--- config.mk ---
export PLATFORM = sky130hd
export DESIGN_NAME = multicycle_controller_flat
export DESIGN_NICKNAME = d
export VERILOG_FILES = /design/src/rtl/multicycle_controller_if.sv /design/src/rtl/multicycle_controller.sv /design/src/flat_wrapper.sv
export SDC_FILE = /design/constraint.sdc
export NUM_CORES = 1
export LEC_CHECK = 0
export ABC_AREA = 1
export BUFFER_PORTS_ARGS = -buffer_cell sky130_fd_sc_hd__buf_2
export CELL_PAD_IN_SITES_DETAIL_PLACEMENT = 1
export CELL_PAD_IN_SITES_GLOBAL_PLACEMENT = 2
export CORE_ASPECT_RATIO = 0.7
export CORE_MARGIN = 1.5
export CORE_UTILIZATION = 22
export CTS_CLUSTER_SIZE = 30
export DETAILED_ROUTE_END_ITERATION = 8
export GPL_TIMING_DRIVEN = 1
export MAX_ROUTING_LAYER = met4
export PLACE_DENSITY_LB_ADDON = 0.1
export SYNTH_ARGS = -nofsm -noshare
export SYNTH_HDL_FRONTEND = slang
export SYNTH_SLANG_ARGS = --single-unit
--- constraint.sdc ---
create_clock -name clk -period 2 [get_ports clk]
set_clock_uncertainty 0.1 [all_clocks]
set_input_delay 0.3 -clock clk [delete_from_list [all_inputs] [get_ports clk]]
set_output_delay 0.3 -clock clk [all_outputs]
set_load 0.005 [all_outputs]
--- src/rtl/multicycle_controller_if.sv ---
// Handshake and control bundle between multicycle_controller and the memories/datapath.
// Controller side uses modport master; the memory/datapath side uses modport slave.
interface multicycle_controller_if #(
  parameter int ALUOP_W = 2
);
  // Handshake: imem_req stays high for the whole FETCH state and a word is taken
  // in any cycle where imem_req and imem_ready are both 1. mem_read/mem_write stay
  // high until dmem_ready; the access completes in the cycle both are 1.
  logic [31:0]        inst;
  logic               imem_ready;
  logic               dmem_ready;
  logic               br_cond;
  logic               imem_req;
  logic               ir_write;
  logic               pc_write;
  logic [1:0]         pc_src;
  logic               branch;
  logic               mem_read;
  logic               mem_write;
  logic [1:0]         mem_to_reg;
  logic               alu_src_a;
  logic               alu_src;
  logic               reg_write;
  logic [ALUOP_W-1:0] alu_op;
  logic [1:0]         fault;
  logic [2:0]         state;

  modport master (
    input  inst, imem_ready, dmem_ready, br_cond,
    output imem_req, ir_write, pc_write, pc_src, branch, mem_read, mem_write,
           mem_to_reg, alu_src_a, alu_src, reg_write, alu_op, fault, state
  );

  modport slave (
    output inst, imem_ready, dmem_ready, br_cond,
    input  imem_req, ir_write, pc_write, pc_src, branch, mem_read, mem_write,
           mem_to_reg, alu_src_a, alu_src, reg_write, alu_op, fault, state
  );
endinterface

--- src/rtl/multicycle_controller.sv ---
// Multi-cycle RV32I control FSM (FETCH/DECODE/EXEC/MEM/WB/TRAP) with memory wait timeouts.
// Define CTRL_PERF_EN to add the cycle_cnt / instret_cnt performance counters.
module multicycle_controller #(
  parameter int TIMEOUT = 16,
  parameter int ALUOP_W = 2
) (
  input  logic clk,
  input  logic rst,
  multicycle_controller_if.master bus
`ifdef CTRL_PERF_EN
  ,
  output logic [31:0] cycle_cnt,
  output logic [31:0] instret_cnt
`endif
);

  typedef enum logic [2:0] {
    S_FETCH  = 3'd0,
    S_DECODE = 3'd1,
    S_EXEC   = 3'd2,
    S_MEM    = 3'd3,
    S_WB     = 3'd4,
    S_TRAP   = 3'd5
  } state_t;

  localparam logic [6:0] OP_R      = 7'b0110011;
  localparam logic [6:0] OP_I      = 7'b0010011;
  localparam logic [6:0] OP_LOAD   = 7'b0000011;
  localparam logic [6:0] OP_STORE  = 7'b0100011;
  localparam logic [6:0] OP_BRANCH = 7'b1100011;
  localparam logic [6:0] OP_JAL    = 7'b1101111;
  localparam logic [6:0] OP_JALR   = 7'b1100111;
  localparam logic [6:0] OP_LUI    = 7'b0110111;
  localparam logic [6:0] OP_AUIPC  = 7'b0010111;

  localparam int CW = $clog2(TIMEOUT + 1) + 1;
  // Trap fires in the cycle that would make the TIMEOUT-th consecutive wait.
  localparam logic [CW-1:0] LIMIT = CW'((TIMEOUT > 0) ? TIMEOUT - 1 : 0);

  state_t        state_q;
  logic [1:0]    fault_q;
  logic [CW-1:0] wait_cnt;
  logic [6:0]    opcode_q;
  logic [2:0]    funct3_q;
  logic          timeout_hit;
  logic          pc_write_c;
  logic [1:0]    aop;
  logic          unused_inst;

  assign unused_inst = ^{bus.inst[31:15], bus.inst[11:7]};
  assign timeout_hit = (TIMEOUT > 0) && (wait_cnt == LIMIT);

  function automatic logic is_legal(input logic [6:0] op, input logic [2:0] f3);
    case (op)
      OP_R, OP_I, OP_LOAD, OP_STORE, OP_JAL, OP_JALR, OP_LUI, OP_AUIPC: return 1'b1;
      OP_BRANCH: return (f3 != 3'b010) && (f3 != 3'b011);
      default:   return 1'b0;
    endcase
  endfunction

  always_ff @(posedge clk) begin
    if (rst) begin
      state_q  <= S_FETCH;
      fault_q  <= 2'b00;
      wait_cnt <= '0;
      opcode_q <= '0;
      funct3_q <= '0;
    end else begin
      case (state_q)
        S_FETCH: begin
          if (bus.imem_ready) begin
            opcode_q <= bus.inst[6:0];
            funct3_q <= bus.inst[14:12];
            state_q  <= S_DECODE;
            wait_cnt <= '0;
          end else if (timeout_hit) begin
            state_q  <= S_TRAP;
            fault_q  <= 2'b10;
            wait_cnt <= '0;
          end else begin
            wait_cnt <= wait_cnt + 1'b1;
          end
        end
        S_DECODE: begin
          if (is_legal(opcode_q, funct3_q)) begin
            state_q <= S_EXEC;
          end else begin
            state_q <= S_TRAP;
            fault_q <= 2'b01;
          end
        end
        S_EXEC: begin
          case (opcode_q)
            OP_LOAD, OP_STORE: state_q <= S_MEM;
            OP_BRANCH:         state_q <= S_FETCH;
            default:           state_q <= S_WB;
          endcase
        end
        S_MEM: begin
          if (bus.dmem_ready) begin
            state_q  <= (opcode_q == OP_LOAD) ? S_WB : S_FETCH;
            wait_cnt <= '0;
          end else if (timeout_hit) begin
            state_q  <= S_TRAP;
            fault_q  <= 2'b11;
            wait_cnt <= '0;
          end else begin
            wait_cnt <= wait_cnt + 1'b1;
          end
        end
        S_WB:    state_q <= S_FETCH;
        S_TRAP:  state_q <= S_TRAP;
        default: state_q <= S_FETCH;
      endcase
    end
  end

  always_comb begin
    bus.imem_req   = 1'b0;
    bus.ir_write   = 1'b0;
    pc_write_c     = 1'b0;
    bus.pc_src     = 2'b00;
    bus.branch     = 1'b0;
    bus.mem_read   = 1'b0;
    bus.mem_write  = 1'b0;
    bus.mem_to_reg = 2'b00;
    bus.alu_src_a  = 1'b0;
    bus.alu_src    = 1'b0;
    bus.reg_write  = 1'b0;
    aop            = 2'b00;
    case (state_q)
      S_FETCH: begin
        bus.imem_req = 1'b1;
        bus.ir_write = bus.imem_ready;
      end
      S_EXEC: begin
        case (opcode_q)
          OP_R:      aop = 2'b10;
          OP_I: begin
            aop         = 2'b11;
            bus.alu_src = 1'b1;
          end
          OP_LOAD, OP_STORE, OP_JALR, OP_LUI: bus.alu_src = 1'b1;
          OP_AUIPC: begin
            bus.alu_src   = 1'b1;
            bus.alu_src_a = 1'b1;
          end
          OP_BRANCH: begin
            aop        = 2'b01;
            bus.branch = 1'b1;
            pc_write_c = 1'b1;
            bus.pc_src = bus.br_cond ? 2'b01 : 2'b00;
          end
          default: aop = 2'b00;
        endcase
      end
      S_MEM: begin
        bus.mem_read  = (opcode_q == OP_LOAD);
        bus.mem_write = (opcode_q == OP_STORE);
        bus.alu_src   = 1'b1;
        pc_write_c    = (opcode_q == OP_STORE) && bus.dmem_ready;
      end
      S_WB: begin
        bus.reg_write = 1'b1;
        pc_write_c    = 1'b1;
        case (opcode_q)
          OP_LOAD:          bus.mem_to_reg = 2'b01;
          OP_JAL, OP_JALR:  bus.mem_to_reg = 2'b10;
          OP_LUI:           bus.mem_to_reg = 2'b11;
          default:          bus.mem_to_reg = 2'b00;
        endcase
        if (opcode_q == OP_JAL)       bus.pc_src = 2'b01;
        else if (opcode_q == OP_JALR) bus.pc_src = 2'b10;
      end
      default: ;
    endcase
  end

  assign bus.pc_write = pc_write_c;
  assign bus.alu_op   = ALUOP_W'(aop);
  assign bus.fault    = fault_q;
  assign bus.state    = state_q;

`ifdef CTRL_PERF_EN
  always_ff @(posedge clk) begin
    if (rst) begin
      cycle_cnt   <= '0;
      instret_cnt <= '0;
    end else begin
      if (state_q != S_TRAP) cycle_cnt <= cycle_cnt + 32'd1;
      if (pc_write_c)        instret_cnt <= instret_cnt + 32'd1;
    end
  end
`endif

endmodule

--- src/flat_wrapper.sv ---
// flat-port wrapper written by rule: the top's interface ports become plain ports
module multicycle_controller_flat 
#(
  parameter int TIMEOUT = 16,
  parameter int ALUOP_W = 2
)
  (clk, rst, bus_inst, bus_imem_ready, bus_dmem_ready, bus_br_cond, bus_imem_req, bus_ir_write, bus_pc_write, bus_pc_src, bus_branch, bus_mem_read, bus_mem_write, bus_mem_to_reg, bus_alu_src_a, bus_alu_src, bus_reg_write, bus_alu_op, bus_fault, bus_state);
  multicycle_controller_if #(.ALUOP_W(ALUOP_W)) bus_i ();
  input  logic clk;
  input  logic rst;
  input wire logic [$bits(bus_i.inst)-1:0] bus_inst;
  input wire logic [$bits(bus_i.imem_ready)-1:0] bus_imem_ready;
  input wire logic [$bits(bus_i.dmem_ready)-1:0] bus_dmem_ready;
  input wire logic [$bits(bus_i.br_cond)-1:0] bus_br_cond;
  output wire logic [$bits(bus_i.imem_req)-1:0] bus_imem_req;
  output wire logic [$bits(bus_i.ir_write)-1:0] bus_ir_write;
  output wire logic [$bits(bus_i.pc_write)-1:0] bus_pc_write;
  output wire logic [$bits(bus_i.pc_src)-1:0] bus_pc_src;
  output wire logic [$bits(bus_i.branch)-1:0] bus_branch;
  output wire logic [$bits(bus_i.mem_read)-1:0] bus_mem_read;
  output wire logic [$bits(bus_i.mem_write)-1:0] bus_mem_write;
  output wire logic [$bits(bus_i.mem_to_reg)-1:0] bus_mem_to_reg;
  output wire logic [$bits(bus_i.alu_src_a)-1:0] bus_alu_src_a;
  output wire logic [$bits(bus_i.alu_src)-1:0] bus_alu_src;
  output wire logic [$bits(bus_i.reg_write)-1:0] bus_reg_write;
  output wire logic [$bits(bus_i.alu_op)-1:0] bus_alu_op;
  output wire logic [$bits(bus_i.fault)-1:0] bus_fault;
  output wire logic [$bits(bus_i.state)-1:0] bus_state;
  assign bus_i.inst = bus_inst;
  assign bus_i.imem_ready = bus_imem_ready;
  assign bus_i.dmem_ready = bus_dmem_ready;
  assign bus_i.br_cond = bus_br_cond;
  assign bus_imem_req = bus_i.imem_req;
  assign bus_ir_write = bus_i.ir_write;
  assign bus_pc_write = bus_i.pc_write;
  assign bus_pc_src = bus_i.pc_src;
  assign bus_branch = bus_i.branch;
  assign bus_mem_read = bus_i.mem_read;
  assign bus_mem_write = bus_i.mem_write;
  assign bus_mem_to_reg = bus_i.mem_to_reg;
  assign bus_alu_src_a = bus_i.alu_src_a;
  assign bus_alu_src = bus_i.alu_src;
  assign bus_reg_write = bus_i.reg_write;
  assign bus_alu_op = bus_i.alu_op;
  assign bus_fault = bus_i.fault;
  assign bus_state = bus_i.state;
  multicycle_controller #(.TIMEOUT(TIMEOUT), .ALUOP_W(ALUOP_W)) u_core (.clk(clk), .rst(rst), .bus(bus_i));
endmodule
Yosys cells after proc, flatten, opt, wreduce, memory -nomap -nowiden
Index checks and enable logic that the tools add are counted.
Storage, ports and cells
  input bits: 37
  register bits after elaboration: 21
Operators by class
  mux-type cells: 41
  add/subtract/negate cells: 1
  equal/unequal tests: 22
  reduce and logical (&&, ||, !) cells: 11
Operators by type and width (count)
  7-bit by 6-bit == test with 1-bit output (second input constant): 3
  7-bit == test (second input constant): 3
  2-bit 2-to-1 mux: 10
  6-bit 2-to-1 mux: 3
  2-bit one-hot mux with 3 select lines: 3
  3-bit 2-to-1 mux: 5
  3-bit one-hot mux with 5 select lines: 1
  7-bit by 5-bit == test with 1-bit output (second input constant): 2
  1-bit 2-to-1 mux: 13
  6-bit one-hot mux with 2 select lines: 1
  8-bit OR reduction: 1
  7-bit by 2-bit == test with 1-bit output (second input constant): 1
  6-bit by 1-bit adder with 6-bit output (second input constant): 1
  3-bit by 2-bit == test with 1-bit output (second input constant): 2
  3-bit == test (second input constant): 2
  6-bit by 4-bit == test with 1-bit output (second input constant): 1
  2-bit inequality test (second input constant): 3
  3-bit by 2-bit inequality test with 1-bit output (second input constant): 2
  3-bit one-hot mux with 2 select lines: 1
  6-bit AND reduction: 1
  6-bit OR reduction: 1
  2-bit by 1-bit inequality test with 1-bit output (second input constant): 2
  1-bit one-hot mux with 2 select lines: 2
  2-bit one-hot mux with 2 select lines: 1
  8 further kinds: 10

Logic depth before layout (Yosys ltp)
  word-level depth: 7
  mapped depth: 11
  gate-level depth less buffers: 11

Least setup slack after synthesis
OpenSTA, ideal clock, no wires.
  kind: reg-to-output
  start point: register u_core.state_q[2], in the netlist u_core.bus.state[2]
  end point: output bus_pc_src[1]
  slack: 0.484 ns
  cell stages (with the launch flop): 5
  arrival: 1.116 ns
  cells stage by stage: dfxtp_1 -> inv_1 -> nor3_1 -> inv_1 -> nor3_1
Between the ends
  word-level cells in the longest chain between the ends: 2
  elaborated cells between the ends (all ways): 3
  classes of those cells: 2 x eq/ne; 1 x mux
RTL lines
  start, declared: line multicycle_controller.sv:40  | state_t state_q;
  start signal, assigned: line multicycle_controller.sv:101  | state_q <= (opcode_q == OP_LOAD) ? S_WB : S_FETCH;
  3-bit == test or 3-bit by 2-bit == test with 1-bit output (tied branches): line multicycle_controller.sv:131  | case (state_q)
  2-bit one-hot mux with 2 select lines *: line multicycle_controller.sv:131
  end, declared: line flat_wrapper.sv:18  | output wire logic [$bits(bus_i.pc_src)-1:0] bus_pc_src;
Every way passes the cells marked *; elsewhere a longest branch is shown, timed or not.

Worst setup path in the final report
  start point: register u_core.opcode_q[2]
  end point: output bus_alu_src
Between the ends
  word-level cells in the longest chain between the ends: 4
  elaborated cells between the ends (all ways): 9
  classes of those cells: 6 x eq/ne; 2 x mux; 1 x reduce/logical
RTL lines
  start, declared: line multicycle_controller.sv:43  | logic [6:0] opcode_q;
  start signal, assigned: line multicycle_controller.sv:72  | opcode_q <= bus.inst[6:0];
  7-bit by 5-bit == test with 1-bit output, or another cell as far along: line multicycle_controller.sv:137  | case (opcode_q)
  6-bit OR reduction (no line) *
  1-bit 2-to-1 mux *: line multicycle_controller.sv:137
  1-bit one-hot mux with 2 select lines *: line multicycle_controller.sv:131
  end, declared: line flat_wrapper.sv:24  | output wire logic [$bits(bus_i.alu_src)-1:0] bus_alu_src;
Marked as above.

==> results.tsv <==
metric	value	unit
Mean Syn Cell Area	6.43	sq um
main combinational cell family by area after synthesis	simple AND/OR/NAND/NOR gates	
count leader, synth	nand2_1	
status	completed	
FF-to-FF path depth	9	
CP max-delay cell	dfxtp_1	
DR vias	1309	
first-pass GRT wire length	6.28	mm
RR Endpoint	u_core.bus.state[2]	
core area	0.00529	sq mm
HP Start	bus_inst[5]	
Clock Pin Slew Worst Setup and Hold Paths	0.08	ns
Num CTS Buffers	3	
R2R Path Start	u_core.wait_cnt[0]	
Overall Global Routing Usage	13.8	%
Final Util	30.4	%
MaxCap Viol Count	0	
router iterations before antenna repair	4	
antenna viol nets, final	0	
Hold Crit Class	in2reg	
diodes inserted	0	
drt initial violations	29	
DR vias/cell	4.39	
EDFF count, synth	0	
XOR/XNOR share of the synthesized area	0.721	%
Crit path top cell by count	nor2_1	
crit path capture type	output pin	
GP Congestion	0.769	
multiplexer area fraction after synthesis	0	%
Hold Path Stages	3	
worst IR drop on VDD	377	uV
RSZ-0062 raised after global routing	no	
worst skew pair latency	0.26	ns
worst reg-to-reg setup slack	0.28	ns
post-DR wirelength/cell	12.9	um
H-tree levels	1	
Starting Density	23.0	%
Filler cells	693	
storage element area	407	sq um
CP startpoint kind	flop	
synth unique cells	28	
Post-Synth Simple-Gate Area	36.5	%
Setup Viol. Count Final	0	
width of the die	91.8	um
max-slew violation count	0	
share of the synthesized area in the top cell type	33.0	%
CTS tree	built	
WL final	3.85	mm
setup repair bufs after CTS	0	
Cell Pwr Density	993	mW/mm^2
Area contributors post-synth	dfxtp_1 (33%), nand2_1 (14%), a21oi_1 (10%)	
Max Clk Rate	534	MHz
Final HPWL DP	3.19	mm
Area Growth Syn to Fin	32.0	%
multi-input gate area in the final layout	754	sq um
CTS root buf	clkbuf_8	
DRC viols	0	
Syn. warnings	0	
largest net degree at the start of global routing	15	
Slew headroom	77.1	%
vias in the first global route	1298	
GRT Residual Overflow	0	
Final #Nets	265	
synth cell count leaders	nand2_1 (44), a21oi_1 (25), inv_1 (23), nor2_1 (21), dfxtp_1 (20)	
Setup TNS	0	ns
Critical Path Start	u_core.opcode_q[2]	
Worst Max-Slew Pin Slew	0.342	ns
initial antenna violation count	0	
min cycle time layout	1.87	ns
Max FO, Critical Path	4	
synthesized area	0.00121	sq mm
clk sinks	20	
syn_nets	227	
post-synth top area cell	dfxtp_1	
Boundary Pins	57	
Fin. Hold Viols	0	
Tcrit/Tclk final	93.5	%
die area	0.00598	sq mm
cell count after synthesis	189	
Port Buffers	33	
Max clock buf depth	2	
crit path kind	reg2out	
share of post-route cells with drive strength above 1	33.2	%
critical path data arrival time	1.47	ns
CP cell instances	inv_1 -> nor2_1 -> nand2_2 -> a21oi_4 -> nor2_1 -> a31oi_1 -> buf_2	
Std-Cell Rows	22	
hold path endpoint	u_core.opcode_q[5]	
Main synth FF type	dfxtp_1	
LEAKAGE	0.734	nW
sequential-to-total area share from yosys stat	33.0	%
Synth Area in Compound Gates	19.8	%
Die H	65.2	um
Synth Area in Adders	1.03	%
Max stage delay on crit path	0.36	ns
asr flop ratio synth	0	%
Worst EP required	1.60	ns
#FFs+latches synth	20	
## report_power, final
group          leakage, nW  internal (mW)  switching, mW  total, mW
combinational        0.533          0.215          0.412      0.627
clock               0.0357          0.267          0.144      0.411
sequential           0.166          0.482         0.0728      0.555
## registers in the layout, summed over array words and instances, names as in the netlist
signal,cells
u_core.opcode_q,7
u_core.wait_cnt,6
u_core.bus.fault,2
u_core.bus.state,3
u_core.funct3_q,2
## routing by layer
layer	vias to the layer above	part of all wire, %	global-route usage [%]
met3	2	4.5	3.24
met1	590	54	20.1
met2	26	40	19.4
met5	-	0	-
met4	0	0.81	2.88
li1	691	-	-
## cell families after synthesis
kind of cell    Yosys count
xor+xnor                  1
flops                    20
buf+inv                  29
simple gates             96
compound gates           42
fa+ha+maj                 1
## cells in the final DEF, fill, tap and decap left out, types with 2 or more instances in the layout
cell type  Yosys  layout
nand2_2        3       5
nor3_1         6       5
nor2_1        21      17
inv_1         23      21
a21oi_1       25      24
nand3_1       12      10
dfxtp_2        0       5
dfxtp_1       20      15
nor3_2         2       3
nand2_1       44      42
nor2_4         2       3
o21ai_0        8       7
nand3_2        1       3
clkbuf_8       0       3
nor2_2         1       4
buf_2          1      33
inv_2          4       6
a31oi_1        2       2
o21ai_2        3       4
buf_4          0       2
## worst max-delay path, delay by kind of cell (launching register included)
kind	cells	cell delay [ns]
AO/OA/AOI/OAI	2	0.29
AND/OR/NAND/NOR	3	0.31
flip-flops	1	0.36
buffers and inverters	2	0.24
## through the flow
step / total power, mW / hold WS (ns) / instance area, sq um / cells / setup slack [ns]
2_1_floorplan: 0.948 / 0.279 / 1210 / 189 / 0.484
3_3_place_gp: 1.14 / 0.335 / 1480 / 294 / 0.273
3_5_place_dp: 1.17 / 0.339 / 1480 / 294 / 0.251
4_1_cts: 1.59 / 0.173 / 1560 / 298 / 0.00160
5_1_grt: 1.71 / 0.179 / 1600 / 298 / 0.00201
6_report: 1.59 / 0.170 / 1600 / 298 / 0.129
## how the worst max path moves through the flow
stage / end / depth (start not counted)
6_report: bus_alu_src / 7
5_1_grt: bus_mem_to_reg[0] / 7
4_1_cts: bus_alu_src / 8
3_5_place_dp: bus_alu_src / 7
3_3_place_gp: bus_alu_src / 7
2_1_floorplan: bus_pc_src[1] / 4
## repair_timing
action / 4_1_cts / 5_1_grt
cloned: 0 / 0
gates resized for setup: 4 / 17
setup endpoints to repair: 2 / 7
hold buffers: 0 / 0
## cell type report
class | count | share of cell area [%]
inverter | 27 | 6.32
timing repair buffer | 35 | 11.2
multi-input combinational | 140 | 47.0
tap | 72 | 5.62
sequential | 20 | 25.4
clock buffer | 3 | 2.57
clock inverter | 1 | 1.87
(Power assumes the default switching activity.)
